**src/rtl/reset_req_if.sv**
```systemverilog
// Core-bus access port for reset_req: select, write strobe, word address, data, acknowledge.
interface reset_req_if;
  logic        cs;
  logic        we;
  logic [7:0]  address;
  logic [31:0] write_data;
  logic [31:0] read_data;
  logic        ready;

  modport master (output cs, we, address, write_data, input read_data, ready);
  modport slave  (input cs, we, address, write_data, output read_data, ready);
endinterface

```
**src/rtl/reset_req.sv**
```systemverilog
// Bus-mapped reset requester: one fixed-length sys_reset pulse per reset epoch.
// Optional kickable watchdog compiled in with `define RESET_REQ_WATCHDOG_EN.
module reset_req #(
  parameter int unsigned PULSE_CYCLES = 4,
  parameter logic [31:0] KICK_KEY     = 32'h5a5a_a5a5,
  parameter logic [31:0] SWRST_KEY    = 32'hdead_b007
) (
  input  logic        clk,
  input  logic        reset_n,
  reset_req_if.slave  bus,
  output logic        sys_reset
);

  localparam logic [7:0] A_NAME0   = 8'h00;
  localparam logic [7:0] A_VERSION = 8'h01;
  localparam logic [7:0] A_CTRL    = 8'h08;
  localparam logic [7:0] A_TIMEOUT = 8'h09;
  localparam logic [7:0] A_KICK    = 8'h0a;
  localparam logic [7:0] A_SWRST   = 8'h0b;
  localparam logic [7:0] A_STATUS  = 8'h0c;
  localparam logic [7:0] A_COUNT   = 8'h0d;

  typedef enum logic [1:0] {IDLE = 2'd0, ASSERT = 2'd1, DONE = 2'd2} state_e;

  state_e      state_q, state_d;
  logic [1:0]  cause_q, cause_d;
  logic [7:0]  pcnt_q, pcnt_d;
  logic        wr, sw_req, bad_kick, wd_expire;
  logic        wd_en;
  logic [31:0] timeout_r, count_r;

  assign wr     = bus.cs & bus.we;
  assign sw_req = wr && (bus.address == A_SWRST) && (bus.write_data == SWRST_KEY);

`ifdef RESET_REQ_WATCHDOG_EN
  logic        wd_en_q, wd_en_d;
  logic [31:0] timeout_q, timeout_d;
  logic [31:0] count_q, count_d;
  logic        kick_wr, kick_ok;

  // Kicks only matter while armed and idle; once a request is in flight they are moot.
  assign kick_wr  = wr && (bus.address == A_KICK) && wd_en_q && (state_q == IDLE);
  assign kick_ok  = kick_wr && (bus.write_data == KICK_KEY);
  assign bad_kick = kick_wr && !kick_ok;

  always_comb begin
    wd_en_d   = wd_en_q;
    timeout_d = timeout_q;
    count_d   = count_q;
    wd_expire = 1'b0;
    if (wr && (bus.address == A_TIMEOUT) && !wd_en_q) timeout_d = bus.write_data;
    if (wr && (bus.address == A_CTRL) && bus.write_data[0] && !wd_en_q) begin
      wd_en_d = 1'b1;
      count_d = timeout_q;
    end else if (wd_en_q && (state_q == IDLE)) begin
      if (kick_ok) begin
        count_d = timeout_q;
      end else begin
        // Request fires on the edge where the count lands on 0, so pulse aligns with expiry.
        count_d   = (count_q == 32'd0) ? 32'd0 : count_q - 32'd1;
        wd_expire = (count_q <= 32'd1);
      end
    end
  end

  always_ff @(posedge clk or negedge reset_n) begin
    if (!reset_n) begin
      wd_en_q   <= 1'b0;
      timeout_q <= 32'h00ff_ffff;
      count_q   <= 32'd0;
    end else begin
      wd_en_q   <= wd_en_d;
      timeout_q <= timeout_d;
      count_q   <= count_d;
    end
  end

  assign wd_en     = wd_en_q;
  assign timeout_r = timeout_q;
  assign count_r   = count_q;
`else
  assign bad_kick  = 1'b0;
  assign wd_expire = 1'b0;
  assign wd_en     = 1'b0;
  assign timeout_r = 32'd0;
  assign count_r   = 32'd0;
`endif

  always_comb begin
    state_d = state_q;
    cause_d = cause_q;
    pcnt_d  = pcnt_q;
    case (state_q)
      IDLE: begin
        if (sw_req || bad_kick || wd_expire) begin
          state_d = ASSERT;
          pcnt_d  = 8'(PULSE_CYCLES - 1);
          cause_d = sw_req ? 2'd1 : (bad_kick ? 2'd3 : 2'd2);
        end
      end
      ASSERT: begin
        if (pcnt_q == 8'd0) state_d = DONE;
        else                pcnt_d  = pcnt_q - 8'd1;
      end
      DONE:    state_d = DONE;
      default: state_d = IDLE;
    endcase
  end

  always_ff @(posedge clk or negedge reset_n) begin
    if (!reset_n) begin
      state_q <= IDLE;
      cause_q <= 2'd0;
      pcnt_q  <= 8'd0;
    end else begin
      state_q <= state_d;
      cause_q <= cause_d;
      pcnt_q  <= pcnt_d;
    end
  end

  assign sys_reset = (state_q == ASSERT);
  assign bus.ready = bus.cs;

  always_comb begin
    bus.read_data = 32'd0;
    if (bus.cs) begin
      case (bus.address)
        A_NAME0:   bus.read_data = 32'h7273_7471;
        A_VERSION: bus.read_data = 32'h0000_0001;
        A_CTRL:    bus.read_data = {31'd0, wd_en};
        A_TIMEOUT: bus.read_data = timeout_r;
        A_STATUS:  bus.read_data = {27'd0, state_q, cause_q, wd_en};
        A_COUNT:   bus.read_data = count_r;
        default:   bus.read_data = 32'd0;
      endcase
    end
  end

endmodule

```
**src/flat_wrapper.sv**
```systemverilog
// flat-port wrapper written by rule: the top's interface ports become plain ports
module reset_req_flat 
#(
  parameter int unsigned PULSE_CYCLES = 4,
  parameter logic [31:0] KICK_KEY     = 32'h5a5a_a5a5,
  parameter logic [31:0] SWRST_KEY    = 32'hdead_b007
)
  (clk, reset_n, sys_reset, bus_cs, bus_we, bus_address, bus_write_data, bus_read_data, bus_ready);
  reset_req_if bus_i ();
  input  logic clk;
  input  logic reset_n;
  output logic sys_reset;
  input wire logic [$bits(bus_i.cs)-1:0] bus_cs;
  input wire logic [$bits(bus_i.we)-1:0] bus_we;
  input wire logic [$bits(bus_i.address)-1:0] bus_address;
  input wire logic [$bits(bus_i.write_data)-1:0] bus_write_data;
  output wire logic [$bits(bus_i.read_data)-1:0] bus_read_data;
  output wire logic [$bits(bus_i.ready)-1:0] bus_ready;
  assign bus_i.cs = bus_cs;
  assign bus_i.we = bus_we;
  assign bus_i.address = bus_address;
  assign bus_i.write_data = bus_write_data;
  assign bus_read_data = bus_i.read_data;
  assign bus_ready = bus_i.ready;
  reset_req #(.PULSE_CYCLES(PULSE_CYCLES), .KICK_KEY(KICK_KEY), .SWRST_KEY(SWRST_KEY)) u_core (.clk(clk), .reset_n(reset_n), .bus(bus_i), .sys_reset(sys_reset));
endmodule
```
**config.mk**
```make
export PLATFORM = sky130hd
export DESIGN_NAME = reset_req_flat
export DESIGN_NICKNAME = d
export VERILOG_FILES = /design/src/rtl/reset_req_if.sv /design/src/rtl/reset_req.sv /design/src/flat_wrapper.sv
export SDC_FILE = /design/constraint.sdc
export NUM_CORES = 1
export LEC_CHECK = 0
export BUFFER_PORTS_ARGS = -buffer_cell sky130_fd_sc_hd__buf_2
export CORE_UTILIZATION = 40
export DETAILED_ROUTE_END_ITERATION = 10
export PLACE_DENSITY = 0.77
export REMOVE_ABC_BUFFERS = 1
export SKIP_LAST_GASP = 1
export SYNTH_ARGS = -nofsm -noshare
export SYNTH_HDL_FRONTEND = slang
export SYNTH_SLANG_ARGS = --single-unit
```
**constraint.sdc**
```tcl
create_clock -name clk -period 4 [get_ports clk]
set_input_delay 0.8 -clock clk [delete_from_list [all_inputs] [get_ports clk]]
set_output_delay 0.8 -clock clk [all_outputs]
set_load 0.005 [all_outputs]
```
### Word level (Yosys, flattened, before mapping)

Cells that the tools add are included.

| operators by class | value |
|---|---|
| add/sub/neg operators | 1 |
| equality and inequality tests | 9 |
| mux-type cells | 8 |
| bitwise logic cells | 1 |
| reduce and logical (&&, ||, !) cells | 9 |

Operators by type and width:

| cell | number |
|---|---|
| 31-bit case mux with 3 select lines | 1 |
| 32-bit equality test, second input constant | 1 |
| 32-bit 2-to-1 mux | 1 |
| 8-bit by 4-bit equality test with 1-bit output, second input constant | 2 |
| 8-bit logical NOT | 2 |
| 8-bit 2-to-1 mux | 2 |
| 8-bit case mux with 2 select lines | 1 |
| 8-bit by 1-bit equality test with 1-bit output, second input constant | 1 |
| 8-bit by 1-bit subtractor with 8-bit output, second input constant | 1 |
| 2-bit case mux with 3 select lines | 1 |
| 2-bit 2-to-1 mux | 2 |
| 2-bit by 1-bit inequality test with 1-bit output, second input constant | 2 |
| 2-bit AND reduction | 2 |
| 3-bit AND reduction | 1 |
| 2-bit by 1-bit equality test with 1-bit output, second input constant | 1 |
| 2-bit equality test, second input constant | 1 |
| 1-bit logical AND | 2 |
| 2-bit logical NOT | 1 |
| 2-bit inequality test, second input constant | 1 |
| 2-bit nonzero test | 1 |
| 1-bit AND | 1 |

| word-level totals | value |
|---|---|
| register bits | 11 |
| input bits | 44 |
| output and inout port bits | 34 |
| word-level logic and storage cells | 31 |

### Logic depth before layout (Yosys ltp)

| depth | value |
|---|---|
| depth after elaboration | 5 |
| depth in mapped cells | 8 |

### Worst setup path before layout

No wires, ideal clock.

| path | value |
|---|---|
| kind | input -> output |
| start | input port bus_address[5] |
| end | output port bus_read_data[10] |
| arrival | 2605 ps |
| required time | 3200 ps |
| setup slack | 595 ps |
| stages on the path | 5 |
| path buffers | 1 |
| path through | nor4_1 > nand2_1 > nor3_1 > nor3b_1 > buf_4 |

| between the ends | value |
|---|---|
| longest elaborated chain between the ends | 3 |
| elaborated cells between the ends (all ways) | 5 |
| classes of those cells | 2 x eq/ne; 2 x mux; 1 x reduce/logical |

RTL lines:

| what | RTL line | source |
|---|---|---|
| start: declaration | flat_wrapper.sv:15 | `input wire logic [$bits(bus_i.address)-1:0] bus_address;` |
| 8-bit by 4-bit equality test with 1-bit output (tied with other cells) | reset_req.sv:128 | `case (bus.address)` |
| 31-bit case mux with 3 select lines (*) | reset_req.sv:128 |  |
| 32-bit 2-to-1 mux (*) | reset_req.sv:127 | `if (bus.cs) begin` |
| end: declaration | flat_wrapper.sv:17 | `output wire logic [$bits(bus_i.read_data)-1:0] bus_read_data;` |

Mark *: on every way between the ends. The rest lies on a longest branch, timed or not.

### Worst setup path in the final report

| path | value |
|---|---|
| start | input port bus_write_data[14] |
| end | register u_core.pcnt_q[1] |

| between the ends | value |
|---|---|
| longest elaborated chain between the ends | 4 |

RTL lines:

| what | RTL line | source |
|---|---|---|
| start: declaration | flat_wrapper.sv:16 | `input wire logic [$bits(bus_i.write_data)-1:0] bus_write_data;` |
| 32-bit equality test | reset_req.sv:33 | `assign sw_req = wr && (bus.address == A_SWRST) && (bus.write_data == SWRST_KEY);` |
| 1-bit logical AND | reset_req.sv:33 |  |
| 2-bit by 1-bit inequality test with 1-bit output (no source line) | n/a |  |
| 3-bit AND reduction (no source line) | n/a |  |
| end signal: assignment | reset_req.sv:118 | `pcnt_q <= pcnt_d;` |
| end: declaration | reset_req.sv:27 | `logic [7:0] pcnt_q, pcnt_d;` |

Every way passes these cells.
A chain may end at the register's enable or synchronous reset.

==> flow_results.xml <==
<?xml version="1.0" encoding="UTF-8"?>
<metrics>
  <group name="final_layout">
    <metric name="areaGrowthSynthToFinish" unit="%">19.98</metric>
    <metric name="finish.net_count" unit="">220</metric>
    <metric name="antennaDiodeCount" unit="">0</metric>
    <metric name="post_route_cells_drive_above_1_share" unit="">0.4211</metric>
    <metric name="nFillCells" unit="">237</metric>
  </group>
  <group name="cts">
    <metric name="number_of_h_tree_levels" unit="">1</metric>
    <metric name="ctsLongestPathBuffers" unit="">2</metric>
    <metric name="post_cts.resized_instances" unit="">0</metric>
    <metric name="cts-hold-fix-buffers" unit="">0</metric>
    <metric name="root_buffer" unit="">clkbuf_4</metric>
    <metric name="numClockSinks" unit="">11</metric>
    <metric name="numCtsBuffers" unit="">3</metric>
    <metric name="tritoncts" unit="">yes</metric>
    <metric name="clk_pin_slew_worst_paths" unit="ns">0.08</metric>
    <metric name="insertion_delay" unit="ns">0.28</metric>
    <metric name="postCtsSetupRepairBufs" unit="">0</metric>
  </group>
  <group name="routing">
    <metric name="route.detailed.vias_per_inst" unit="">5.065</metric>
    <metric name="met2WireLength" unit="µm">1196</metric>
    <metric name="drc" unit="">0</metric>
    <metric name="detail_route_met3_wl" unit="µm">164</metric>
    <metric name="detail_route.wirelength" unit="µm">2309</metric>
    <metric name="route.layer.met1.wl" unit="µm">932</metric>
    <metric name="wl_per_cell" unit="µm">11.49</metric>
    <metric name="maxUsedRoutingLayer" unit="">met4</metric>
    <metric name="first_pass_iters" unit="">4</metric>
    <metric name="antenna_violating_nets_post_route" unit="">0</metric>
    <metric name="dr_total_vias" unit="">1018</metric>
    <metric name="drt_iter0_markers" unit="">9</metric>
  </group>
  <group name="power_and_ir_drop">
    <metric name="vdd_ir_drop_max" unit="mV">0.1073</metric>
    <metric name="p_total" unit="µW">220.4</metric>
    <metric name="pwr_density_cell" unit="nW/µm²">173.5</metric>
    <metric name="cellLeakagePower" unit="nW">0.6733</metric>
  </group>
  <group name="logic_synthesis">
    <metric name="synth_async_sr_flop_share" unit="">1.000</metric>
    <metric name="netlist.area_leader.share" unit="">0.2600</metric>
    <metric name="yosys-top-cells-count" unit="">28 x buf_4, 11 x dfrtp_1, 6 x nand3b_1</metric>
    <metric name="synth_sequential_area_ratio" unit="">0.2600</metric>
    <metric name="synth-warning-count" unit="">0</metric>
    <metric name="syn-instance-count" unit="">120</metric>
    <metric name="number_of_synthesized_register_bits" unit="">11</metric>
    <metric name="synth.largest_area_cell" unit="">dfrtp_1</metric>
    <metric name="synth_area" unit="µm²">1059</metric>
    <metric name="synth_ff_type" unit="">dfrtp_1</metric>
    <metric name="netlist-cell-type-count" unit="">36</metric>
    <metric name="synthesis.area_per_instance" unit="µm²">8.821</metric>
    <metric name="synth_top_cells_by_area" unit="">dfrtp_1 26%, buf_4 20%, ha_1 4.7%</metric>
    <metric name="synth.most_common_cell" unit="">buf_4</metric>
    <metric name="synth_enable_flop_cells" unit="">0</metric>
  </group>
  <group name="placed_design">
    <metric name="hpwl" unit="µm">1855</metric>
    <metric name="port_buffers" unit="">64</metric>
    <metric name="place_congestion" unit="">0.8184</metric>
  </group>
  <group name="setup_path">
    <metric name="crit_path_start_kind" unit="">primary input</metric>
    <metric name="worst_ep_required_time" unit="ns">4.16</metric>
    <metric name="critPathArrivalTime" unit="ns">3.14</metric>
    <metric name="criticalPathCategory" unit="">primary input to register</metric>
    <metric name="timing.critical_path.fanout_max" unit="">9</metric>
    <metric name="timing.critical_path.to_type" unit="">register</metric>
  </group>
  <group name="timing">
    <metric name="finalHoldViolCount" unit="">0</metric>
    <metric name="finClkSkew" unit="ns">0.009314</metric>
    <metric name="layout_worst_path_cycle_share" unit="">0.7469</metric>
    <metric name="relSlewSlack" unit="">0.6021</metric>
    <metric name="setup_viol" unit="">0</metric>
    <metric name="timing_worst_slew_pin_value" unit="ns">0.5914</metric>
    <metric name="fin_crit" unit="ns">2.988</metric>
    <metric name="grt_setup_unrepaired" unit="">false</metric>
    <metric name="number_of_max_slew_violations_in_the_final_report" unit="">0</metric>
    <metric name="fmax" unit="GHz">0.3347</metric>
    <metric name="final.setup.tns" unit="ns">0</metric>
  </group>
  <group name="grt">
    <metric name="via_count_of_the_first_global_routing_pass" unit="">827</metric>
    <metric name="antenna_violations_before_repair" unit="">0</metric>
    <metric name="grt_start_max_net_pins" unit="">16</metric>
    <metric name="grt_first_pass_wirelength" unit="µm">3463</metric>
    <metric name="grt-ovfl-total" unit="">0</metric>
    <metric name="grt_resource_usage_total" unit="">0.1686</metric>
  </group>
  <group name="die">
    <metric name="initial_core_util" unit="">0.4234</metric>
    <metric name="die_height" unit="µm">53.44</metric>
    <metric name="num_io_pins" unit="">78</metric>
    <metric name="placement_rows" unit="">18</metric>
    <metric name="die_width" unit="µm">53.44</metric>
    <metric name="die_area" unit="µm²">2856</metric>
    <metric name="floorplan.core_area" unit="µm²">2500</metric>
  </group>
  <group name="run">
    <metric name="timing.max_cap.violations" unit="">0</metric>
  </group>
  <group name="status">
    <metric name="run_status" unit="">complete, no violations</metric>
  </group>
  <group name="worst_hold_path">
    <metric name="min_path_type" unit="">primary input to asynchronous set/reset pin</metric>
  </group>
</metrics>
## worst max-delay path, cell delays in order
cell and delay, ns:
buf_2 0.09, or4b_1 0.51, or4_4 0.53, o41a_4 0.53, or2_1 0.35, mux2_4 0.33
## power by group
| group | internal [mW] | total [mW] | switching, mW | leakage [nW] |
|---|---|---|---|---|
| registers | 0.111 | 0.111 | 0 | 0.135 |
| clock network | 0.0387 | 0.0781 | 0.0394 | 0.0150 |
| logic | 0.0176 | 0.0312 | 0.0136 | 0.524 |
## final cells by class
class	count	area (µm²)	share of cell area
well taps	30	37.54	0.02956
inverters	5	18.77	0.01478
flip-flops and latches	11	275.3	0.2167
multi-input cells	86	584.3	0.4601
repair buffers	65	327.8	0.2581
clock buffers	4	26.28	0.02069
## worst paths after layout
check,to,startpoint,slack [ns],cells after the start
max in group asynchronous,u_core.state_q[1]$_DFFE_PN0P_,reset_n,3.41,1
worst max register to register,u_core.pcnt_q[1]$_DFFE_PN0P_,u_core.pcnt_q[4]$_DFFE_PN0P_,1.46,5
worst min register to register,u_core.cause_q[0]$_DFFE_PN0P_,u_core.cause_q[0]$_DFFE_PN0P_,0.46,1
min in group clk,u_core.cause_q[0]$_DFFE_PN0P_,u_core.cause_q[0]$_DFFE_PN0P_,0.46,1
worst max-delay path,u_core.pcnt_q[1]$_DFFE_PN0P_,bus_write_data[14],1.01,6
worst min-delay path,u_core.pcnt_q[2]$_DFFE_PN0P_,reset_n,0.38,1
## logic make-up (layout without fill, tap and decap cells)
| logic type | count (synthesis) | in the layout | share of synthesized area |
|---|---|---|---|
| simple gates | 45 | 45 | 0.2766 |
| buf+inv | 35 | 74 | 0.2305 |
| mux | 2 | 2 | 0.02482 |
| compound gates | 22 | 22 | 0.1572 |
| fa+ha+maj | 4 | 4 | 0.04728 |
| flops | 11 | 11 | 0.2600 |
| other cells | 1 | 13 | 0.003543 |
## placed cells by master, fill, tap and decap left out, types with 5 or more instances in the layout
cell	synthesis	layout
nor4_1	5	5
nand3b_1	6	6
inv_1	5	5
dfrtp_1	11	11
conb_1	1	13
nand4b_1	5	5
nand2_1	5	5
buf_2	0	64
## per-stage QoR
stage / hold WS (ns) / instances / utilization / instance area, µm² / setup WS, ns
6_report: 0.3780 / 201 / 0.5080 / 1270 / 1.012
5_1_grt: 0.3914 / 201 / 0.5080 / 1270 / 0.9474
4_1_cts: 0.3794 / 201 / 0.5080 / 1270 / 1.026
3_5_place_dp: 0.4407 / 197 / 0.4975 / 1244 / 0.7299
3_3_place_gp: 0.4341 / 197 / 0.4975 / 1244 / 0.7503
2_1_floorplan: 0.4197 / 102 / - / 878.3 / 0.1179
## per-layer routing
layer / up-vias / track usage
met5: - / 0
met4: 0 / 0.07895
met1: 463 / 0.1930
met3: 2 / 0.01724
li1: 505 / -
met2: 48 / 0.3063
## state kept, by name, summed over array words and instances (netlist names)
signal,cells
u_core.pcnt_q,8
u_core.state_q,2
u_core.cause_q,1
No activity file was read; power rests on OpenSTA's default activity.
